## src/rtl/demux_pkg.sv

```systemverilog
// ---------------------------------------------------------------------------
// demux_pkg -- shared types and constants for the 1:N stream demultiplexer.
//
// Contents:
//   state_e      routing FSM state (ST_IDLE: no packet open, ST_PKT: packet
//                open and its channel locked)
//   N_OUT_MIN/MAX, DATA_W_MIN/MAX   legal parameter ranges of demux1_n_stream
//   DROP_CNT_W   width of the optional discarded-beat counter
// ---------------------------------------------------------------------------
package demux_pkg;

  typedef enum logic {
    ST_IDLE = 1'b0,
    ST_PKT  = 1'b1
  } state_e;

  localparam int N_OUT_MIN  = 2;
  localparam int N_OUT_MAX  = 16;
  localparam int DATA_W_MIN = 1;
  localparam int DATA_W_MAX = 64;

  localparam int DROP_CNT_W = 16;

endpackage : demux_pkg

```

## src/rtl/demux_chan_reg.sv

```systemverilog
// ---------------------------------------------------------------------------
// demux_chan_reg -- one-entry output register for a single demux channel.
//
// Ports:
//   clk, rst_n     clock, asynchronous active-low reset
//   load_i         write the beat on data_i/last_i this edge
//   data_i, last_i beat payload and end-of-packet flag
//   ready_i        downstream sink accepts the held beat
//   valid_o        register holds a beat
//   data_o, last_o held payload and end-of-packet flag
//   can_load_o     register is empty or drains this edge, so it can be loaded
// ---------------------------------------------------------------------------
module demux_chan_reg #(
  parameter int DATA_W = 8
) (
  input  logic              clk,
  input  logic              rst_n,
  input  logic              load_i,
  input  logic [DATA_W-1:0] data_i,
  input  logic              last_i,
  input  logic              ready_i,
  output logic              valid_o,
  output logic [DATA_W-1:0] data_o,
  output logic              last_o,
  output logic              can_load_o
);

  logic              valid_q;
  logic [DATA_W-1:0] data_q;
  logic              last_q;

  // A full register that drains on this edge can take a new beat on the same
  // edge, which is what keeps one beat per cycle flowing.
  assign can_load_o = ~valid_q | ready_i;

  // NOTE: the payload is reset as well as the valid bit because the outputs
  // are required to read zero during reset, not merely "don't care".
  always_ff @(posedge clk or negedge rst_n) begin
    if (!rst_n) begin
      valid_q <= 1'b0;
      data_q  <= '0;
      last_q  <= 1'b0;
    end else if (load_i) begin
      // Load wins over drain: empty-and-fill on one edge stays valid.
      valid_q <= 1'b1;
      data_q  <= data_i;
      last_q  <= last_i;
    end else if (ready_i) begin
      valid_q <= 1'b0;
    end
  end

  assign valid_o = valid_q;
  assign data_o  = data_q;
  assign last_o  = last_q;

endmodule : demux_chan_reg

```

## src/rtl/demux1_n_stream.sv

```systemverilog
// ---------------------------------------------------------------------------
// demux1_n_stream -- packet-aware 1:N valid/ready stream demultiplexer.
//
// The channel is chosen by in_sel on the first beat of each packet and held
// until the beat carrying in_last. Each output channel has its own one-entry
// register, so a stalled channel only blocks input while it is the target.
// Packets addressed to a non-existent channel are swallowed whole, with one
// drop_pulse per discarded beat.
//
// Parameters: N_OUT (2..16) channels, DATA_W (1..64) payload bits,
//             SEL_W = $clog2(N_OUT) derived, not overridable.
// Ports:
//   clk, rst_n                  clock, asynchronous active-low reset
//   in_data/in_sel/in_last/in_valid, in_ready   input stream
//   out_data (channel i at [i*DATA_W +: DATA_W]), out_last, out_valid,
//   out_ready                    per-channel output streams
//   drop_pulse                   one cycle per discarded beat
//   drop_cnt  (only with DEMUX_DROP_CNT_EN)  saturating discarded-beat count
//
// Build option: define DEMUX_DROP_CNT_EN to add the drop_cnt output.
// ---------------------------------------------------------------------------
module demux1_n_stream
  import demux_pkg::*;
#(
  parameter  int N_OUT  = 8,
  parameter  int DATA_W = 8,
  localparam int SEL_W  = $clog2(N_OUT)
) (
  input  logic                    clk,
  input  logic                    rst_n,
  input  logic [DATA_W-1:0]       in_data,
  input  logic [SEL_W-1:0]        in_sel,
  input  logic                    in_last,
  input  logic                    in_valid,
  output logic                    in_ready,
  output logic [N_OUT*DATA_W-1:0] out_data,
  output logic [N_OUT-1:0]        out_last,
  output logic [N_OUT-1:0]        out_valid,
  input  logic [N_OUT-1:0]        out_ready,
  output logic                    drop_pulse
`ifdef DEMUX_DROP_CNT_EN
  ,
  output logic [DROP_CNT_W-1:0]   drop_cnt
`endif
);

  // One wider than the select so N_OUT itself is representable.
  localparam logic [SEL_W:0] N_OUT_LIM = (SEL_W + 1)'(N_OUT);

  state_e           state_q;
  logic [SEL_W-1:0] cur_sel_q;
  logic             drop_pulse_q;

  logic [SEL_W-1:0] target;
  logic             in_range;
  logic             sel_ready;
  logic             accept;
  logic             drop_evt;
  logic [N_OUT-1:0] load;
  logic [N_OUT-1:0] chan_can_load;

  // NOTE: every signal written here gets a default first, so no path leaves
  // it unassigned and no latch is inferred.
  always_comb begin
    target    = (state_q == ST_PKT) ? cur_sel_q : in_sel;
    in_range  = ({1'b0, target} < N_OUT_LIM);
    sel_ready = 1'b0;
    for (int i = 0; i < N_OUT; i++) begin
      if (target == SEL_W'(i)) sel_ready = chan_can_load[i];
    end
    // Out-of-range beats are always taken so the packet can be discarded;
    // nothing is taken while reset is asserted.
    in_ready = rst_n & (in_range ? sel_ready : 1'b1);
    accept   = in_valid & in_ready;
    drop_evt = accept & ~in_range;
    load     = '0;
    for (int i = 0; i < N_OUT; i++) begin
      load[i] = accept & (target == SEL_W'(i));
    end
  end

  // Routing FSM. A single-beat packet (in_last on the first beat) never
  // leaves ST_IDLE, so the next beat is again a packet start.
  // NOTE: state registers use non-blocking assignments so every flop samples
  // the pre-edge values regardless of statement order.
  always_ff @(posedge clk or negedge rst_n) begin
    if (!rst_n) begin
      state_q      <= ST_IDLE;
      cur_sel_q    <= '0;
      drop_pulse_q <= 1'b0;
    end else begin
      drop_pulse_q <= drop_evt;
      if (accept) begin
        unique case (state_q)
          ST_IDLE: begin
            if (!in_last) begin
              state_q   <= ST_PKT;
              cur_sel_q <= in_sel;
            end
          end
          ST_PKT: begin
            if (in_last) state_q <= ST_IDLE;
          end
          default: state_q <= ST_IDLE;
        endcase
      end
    end
  end

  assign drop_pulse = drop_pulse_q;

  for (genvar g = 0; g < N_OUT; g++) begin : g_chan
    demux_chan_reg #(
      .DATA_W(DATA_W)
    ) u_chan (
      .clk        (clk),
      .rst_n      (rst_n),
      .load_i     (load[g]),
      .data_i     (in_data),
      .last_i     (in_last),
      .ready_i    (out_ready[g]),
      .valid_o    (out_valid[g]),
      .data_o     (out_data[g*DATA_W +: DATA_W]),
      .last_o     (out_last[g]),
      .can_load_o (chan_can_load[g])
    );
  end

`ifdef DEMUX_DROP_CNT_EN
  logic [DROP_CNT_W-1:0] drop_cnt_q;
  logic [DROP_CNT_W-1:0] drop_cnt_d;

  // Saturate at all-ones rather than wrapping back to zero.
  always_comb begin
    drop_cnt_d = drop_cnt_q;
    if (drop_evt && (drop_cnt_q != '1)) drop_cnt_d = drop_cnt_q + 1'b1;
  end

  always_ff @(posedge clk or negedge rst_n) begin
    if (!rst_n) drop_cnt_q <= '0;
    else        drop_cnt_q <= drop_cnt_d;
  end

  assign drop_cnt = drop_cnt_q;
`endif

endmodule : demux1_n_stream

```

## config.mk

```make
export PLATFORM = sky130hd
export DESIGN_NAME = demux1_n_stream
export DESIGN_NICKNAME = d
export VERILOG_FILES = /design/src/rtl/demux_pkg.sv /design/src/rtl/demux_chan_reg.sv /design/src/rtl/demux1_n_stream.sv
export SDC_FILE = /design/constraint.sdc
export NUM_CORES = 1
export LEC_CHECK = 0
export ABC_AREA = 1
export CORE_UTILIZATION = 52
export DETAILED_ROUTE_END_ITERATION = 16
export PLACE_DENSITY = 0.85
export SETUP_SLACK_MARGIN = 0.02
export SYNTH_ARGS = -nofsm -noshare
export SYNTH_HDL_FRONTEND = slang
export SYNTH_SLANG_ARGS = --single-unit
```

## constraint.sdc

```tcl
create_clock -name clk -period 6.3 [get_ports clk]
set_clock_uncertainty 0.1 [all_clocks]
set_input_delay 1.575 -clock clk [delete_from_list [all_inputs] [get_ports clk]]
set_output_delay 1.575 -clock clk [all_outputs]
set_load 0.05 [all_outputs]
```

==> summary.md <==
| Metric | Value |
|---|---|
| Run status | `complete, no violations` |
| Lkg Pwr | `2.699 nW` |
| R2R setup slack | `3390 ps` |
| Core area | `6982 µm²` |
| Hold Crit Class | `flop to flop` |
| DR pass1 iterations | `4` |
| ANT cells | `0` |
| Period minus WS final | `5186 ps` |
| Gr ovfl total | `0` |
| Initial antenna violation count | `0` |
| Cts hold-fix bufs | `0` |
| Worst Hold Endpoint | `g_chan[7].u_chan.data_o[4]` |
| Hold Path Depth | `2` |
| Share of layout cells above drive strength 1 | `0.08851` |
| Switching Fraction | `0.5095` |
| Setup crit end kind | `output pin` |
| Initial core utilization | `0.5505` |
| Initial DRC count | `146` |
| CP required | `4620 ps` |
| Final Slew Violations | `0` |
| Depth of the most critical reg-to-reg path | `12` |
| HPWL after detailed placement | `6841 µm` |
| CP Launch Point | `in_sel[0]` |
| Sequential share of the synthesized area | `0.5469` |
| Max-slew headroom | `0.3220` |
| Period utilization | `0.8232` |
| Final hold violation count | `0` |
| Psw | `1.620 mW` |
| Post_cts resized | `0` |
| Pwr dens | `635.9 nW/µm²` |
| Combinational power share | `0.574` |
| Syn Std Cell Area | `3844 µm²` |
| Global-route wire length before repair | `15790 µm` |
| Die extent in y | `87.98 µm` |
| Drt total wl | `9841 µm` |
| Die ar. | `7740 µm²` |
| I/O Pins | `105` |
| Worst Tran Pin Value | `1017 ps` |
| Netlist cell types | `28` |
| Peak Freq | `0.1928 GHz` |
| CP Data Arrival Time | `3510 ps` |
| Yosys reg bits | `84` |
| Syn. warnings | `0` |
| Total stage count of the critical path | `11` |
| Post-synth top area share | `0.5469` |
| Routed length per instance | `15.70 µm` |
| Root Driver | `clkbuf_8` |
| Rows | `30` |
| Dpl cell area | `4777 µm²` |
| RR Startpoint | `state_q` |
| Worst path most repeated cell | `nand2_1` |
| Worst VDD drop | `0.0003389 V` |
| Cts bufs inserted | `9` |
| Clk Latency, worst-skew pair | `350 ps` |
| Longest Clk Path Bufs | `2` |
| Setup bufs post-CTS | `0` |
| Max-cap violation count | `0` |
| Worst Hold Launch | `g_chan[7].u_chan.data_o[4]` |
| Syn avg cell area | `8.716 µm²` |
| CTS clk-pin slew, worst paths | `80 ps` |
| CP Max Fanout | `11` |
| R2R Path End | `g_chan[3].u_chan.data_o[2]` |
| Cell-internal power | `1.560 mW` |
| Worst path top cell family by delay | `simple AND/OR/NAND/NOR gates` |
| Filler Cell Count | `542` |
| Area growth from synthesis to layout | `30.11%` |
| Count of input and output buffers | `103` |
| H-tree depth | `3` |
| Post-synthesis cell count | `441` |
| Largest area contributor in the netlist | `dfrtp_1` |
| Remaining DRCs | `0` |
| DR vias | `3217` |
| Top post-synthesis cells by area | `dfrtp_1 55%, nand2_1 24%, nor2_8 3.6%` |
| Routed Antenna Nets | `0` |
| Crit path max-delay cell type | `clkdlybuf4s50_1` |
| Unrepaired setup endpoints after global routing | `no` |
| Buf/Inv on CP | `3` |
| Kind of critical path | `primary input to output pin` |
| Largest net degree at the start of global routing | `85` |
| TritonCTS clock tree | `yes` |
| CTS sink cnt | `84` |
| GP Congestion | `0.9359` |
| Seq pwr share | `0.292` |
| Synthesized net count | `464` |
| Post-Layout Inst Area | `5001 µm²` |
| DR vias/cell | `5.131` |
| Share of power burned in the clock network | `0.134` |
| Nets@finish | `549` |
| Vias in the first global route | `3170` |
| Crit-path max cell delay | `470 ps` |
| CP Launch Type | `primary input` |
| Worst path cell trace | `clkdlybuf4s50_1 -> nand2_1 -> nand2_1 -> nor2_4 -> nand2_4 -> nor2_1 -> o21bai_1 -> nand3_2 -> nand2_1 -> inv_1 -> buf_4` |
| Die Span X | `87.98 µm` |
| Setup tns final | `0 ps` |
| Global Route Usage Sum | `0.2770` |
| # setup viols final | `0` |
==> metrics by stage <==
| stage | cells | power, mW | worst slack (ps) | hold WS, ps | utilization |
|---|---|---|---|---|---|
| floorplan | 441 | 2.226 | 1871 | 348.8 | - |
| global placement | 611 | 2.715 | 1236 | 362.7 | 0.6842 |
| detailed placement | 611 | 2.755 | 1156 | 364.5 | 0.6842 |
| finish | 627 | 3.180 | 1114 | 385.5 | 0.7163 |
| global route | 627 | 3.335 | 949.9 | 412.2 | 0.7163 |
| CTS | 627 | 3.194 | 1136 | 387.3 | 0.7163 |
==> worst reg2reg max path: stages, from the launching register on <==
cell     delay [ps]
dfrtp_1         580
inv_4            80
nand2_1          70
nand2_1         110
nor2_2          120
inv_2            40
nor2_1          240
o21ai_1         130
nand3_2         280
nand3_4         430
nor2_2          490
nand2_1         110
nand2_1          80
==> power groups by stage <==
stage	registers, mW	logic, mW	clock network [mW]
2_1_floorplan	1.56	0.661	0
3_3_place_gp	0.931	1.78	0
3_5_place_dp	0.929	1.83	0
4_1_cts	0.926	1.83	0.433
5_1_grt	0.954	1.93	0.453
6_report	0.928	1.83	0.427
==> metal layers <==
| layer | up-vias | routed length, µm | GRT usage |
|---|---|---|---|
| met2 | 162 | 4754 | 0.4595 |
| met5 | - | 0 | 0 |
| met4 | 0 | 343 | 0.1386 |
| met3 | 35 | 822 | 0.05467 |
| met1 | 1530 | 3920 | 0.3470 |
| li1 | 1490 | - | - |
==> cells in the mapped netlist <==
cell type	number
a21boi_1	1
buf_12	1
buf_2	10
buf_4	18
buf_6	2
conb_1	1
dfrtp_1	84
inv_1	24
inv_2	2
inv_4	1
nand2_1	247
nand2_2	1
nand2_4	2
nand3_1	3
nand3_2	1
nand3_4	1
nand4_1	3
nand4_2	8
nor2_1	9
nor2_2	2
nor2_4	2
nor2_8	7
nor3_1	1
o21ai_0	4
o21ai_1	3
o21ai_4	1
o21bai_1	1
o311ai_0	1
==> sequential cells by signal, indices dropped and copies added, names as in the netlist <==
name,count
cur_sel_q,3
g_chan.u_chan.data_o,64
g_chan.u_chan.last_o,8
g_chan.u_chan.valid_o,8
state_q,1
==> cell type report <==
class | instances | area [µm²] | share of cell area
Tap cell | 96 | 120.1 | 0.02402
Multi-Input combinational cell | 299 | 1410 | 0.2820
Inverter | 27 | 103.9 | 0.02077
Timing Repair Buffer | 105 | 1041 | 0.2082
Clock inverter | 5 | 82.58 | 0.01651
Sequential cell | 84 | 2102 | 0.4203
Clock buffer | 11 | 141.4 | 0.02827
==> worst max path at each step <==
| stage | end | slack [ps] |
|---|---|---|
| 2_1_floorplan | in_ready | 1870 |
| 3_3_place_gp | in_ready | 1240 |
| 3_5_place_dp | in_ready | 1160 |
| 4_1_cts | in_ready | 1140 |
| 5_1_grt | in_ready | 950 |
| 6_report | in_ready | 1110 |
==> logic make-up after synthesis <==
| logic type | synth area share |
|---|---|
| and+or+nand+nor | 0.3464 |
| DFF | 0.5469 |
| buffers and inverters | 0.08627 |
| AOI/OAI and AO/OA | 0.01953 |
| other | 0.0009756 |
==> placed cells by master (no fill, tap or decap) <==
master / synthesis / layout
buf_4: 18 / 4
nor2_2: 2 / 2
o21ai_1: 3 / 3
dfrtp_1: 84 / 84
clkbuf_8: 0 / 10
inv_1: 24 / 24
o21bai_1: 1 / 1
nand3_2: 1 / 1
nand2_4: 2 / 2
inv_6: 0 / 1
o21ai_4: 1 / 1
inv_4: 1 / 1
inv_2: 2 / 2
nor2_8: 7 / 7
clkinv_2: 0 / 1
bufinv_16: 0 / 2
clkbuf_1: 0 / 1
clkinv_4: 0 / 1
nor2_4: 2 / 2
nor3_1: 1 / 1
nor2_1: 9 / 9
o311ai_0: 1 / 1
a21boi_1: 1 / 1
nand2_1: 247 / 247
conb_1: 1 / 1
nand4_1: 3 / 3
clkdlybuf4s50_1: 0 / 101
nand2_2: 1 / 1
nand4_2: 8 / 8
o21ai_0: 4 / 4
nand3_4: 1 / 1
nand3_1: 3 / 3
No activity file was read; power rests on OpenSTA's default activity.
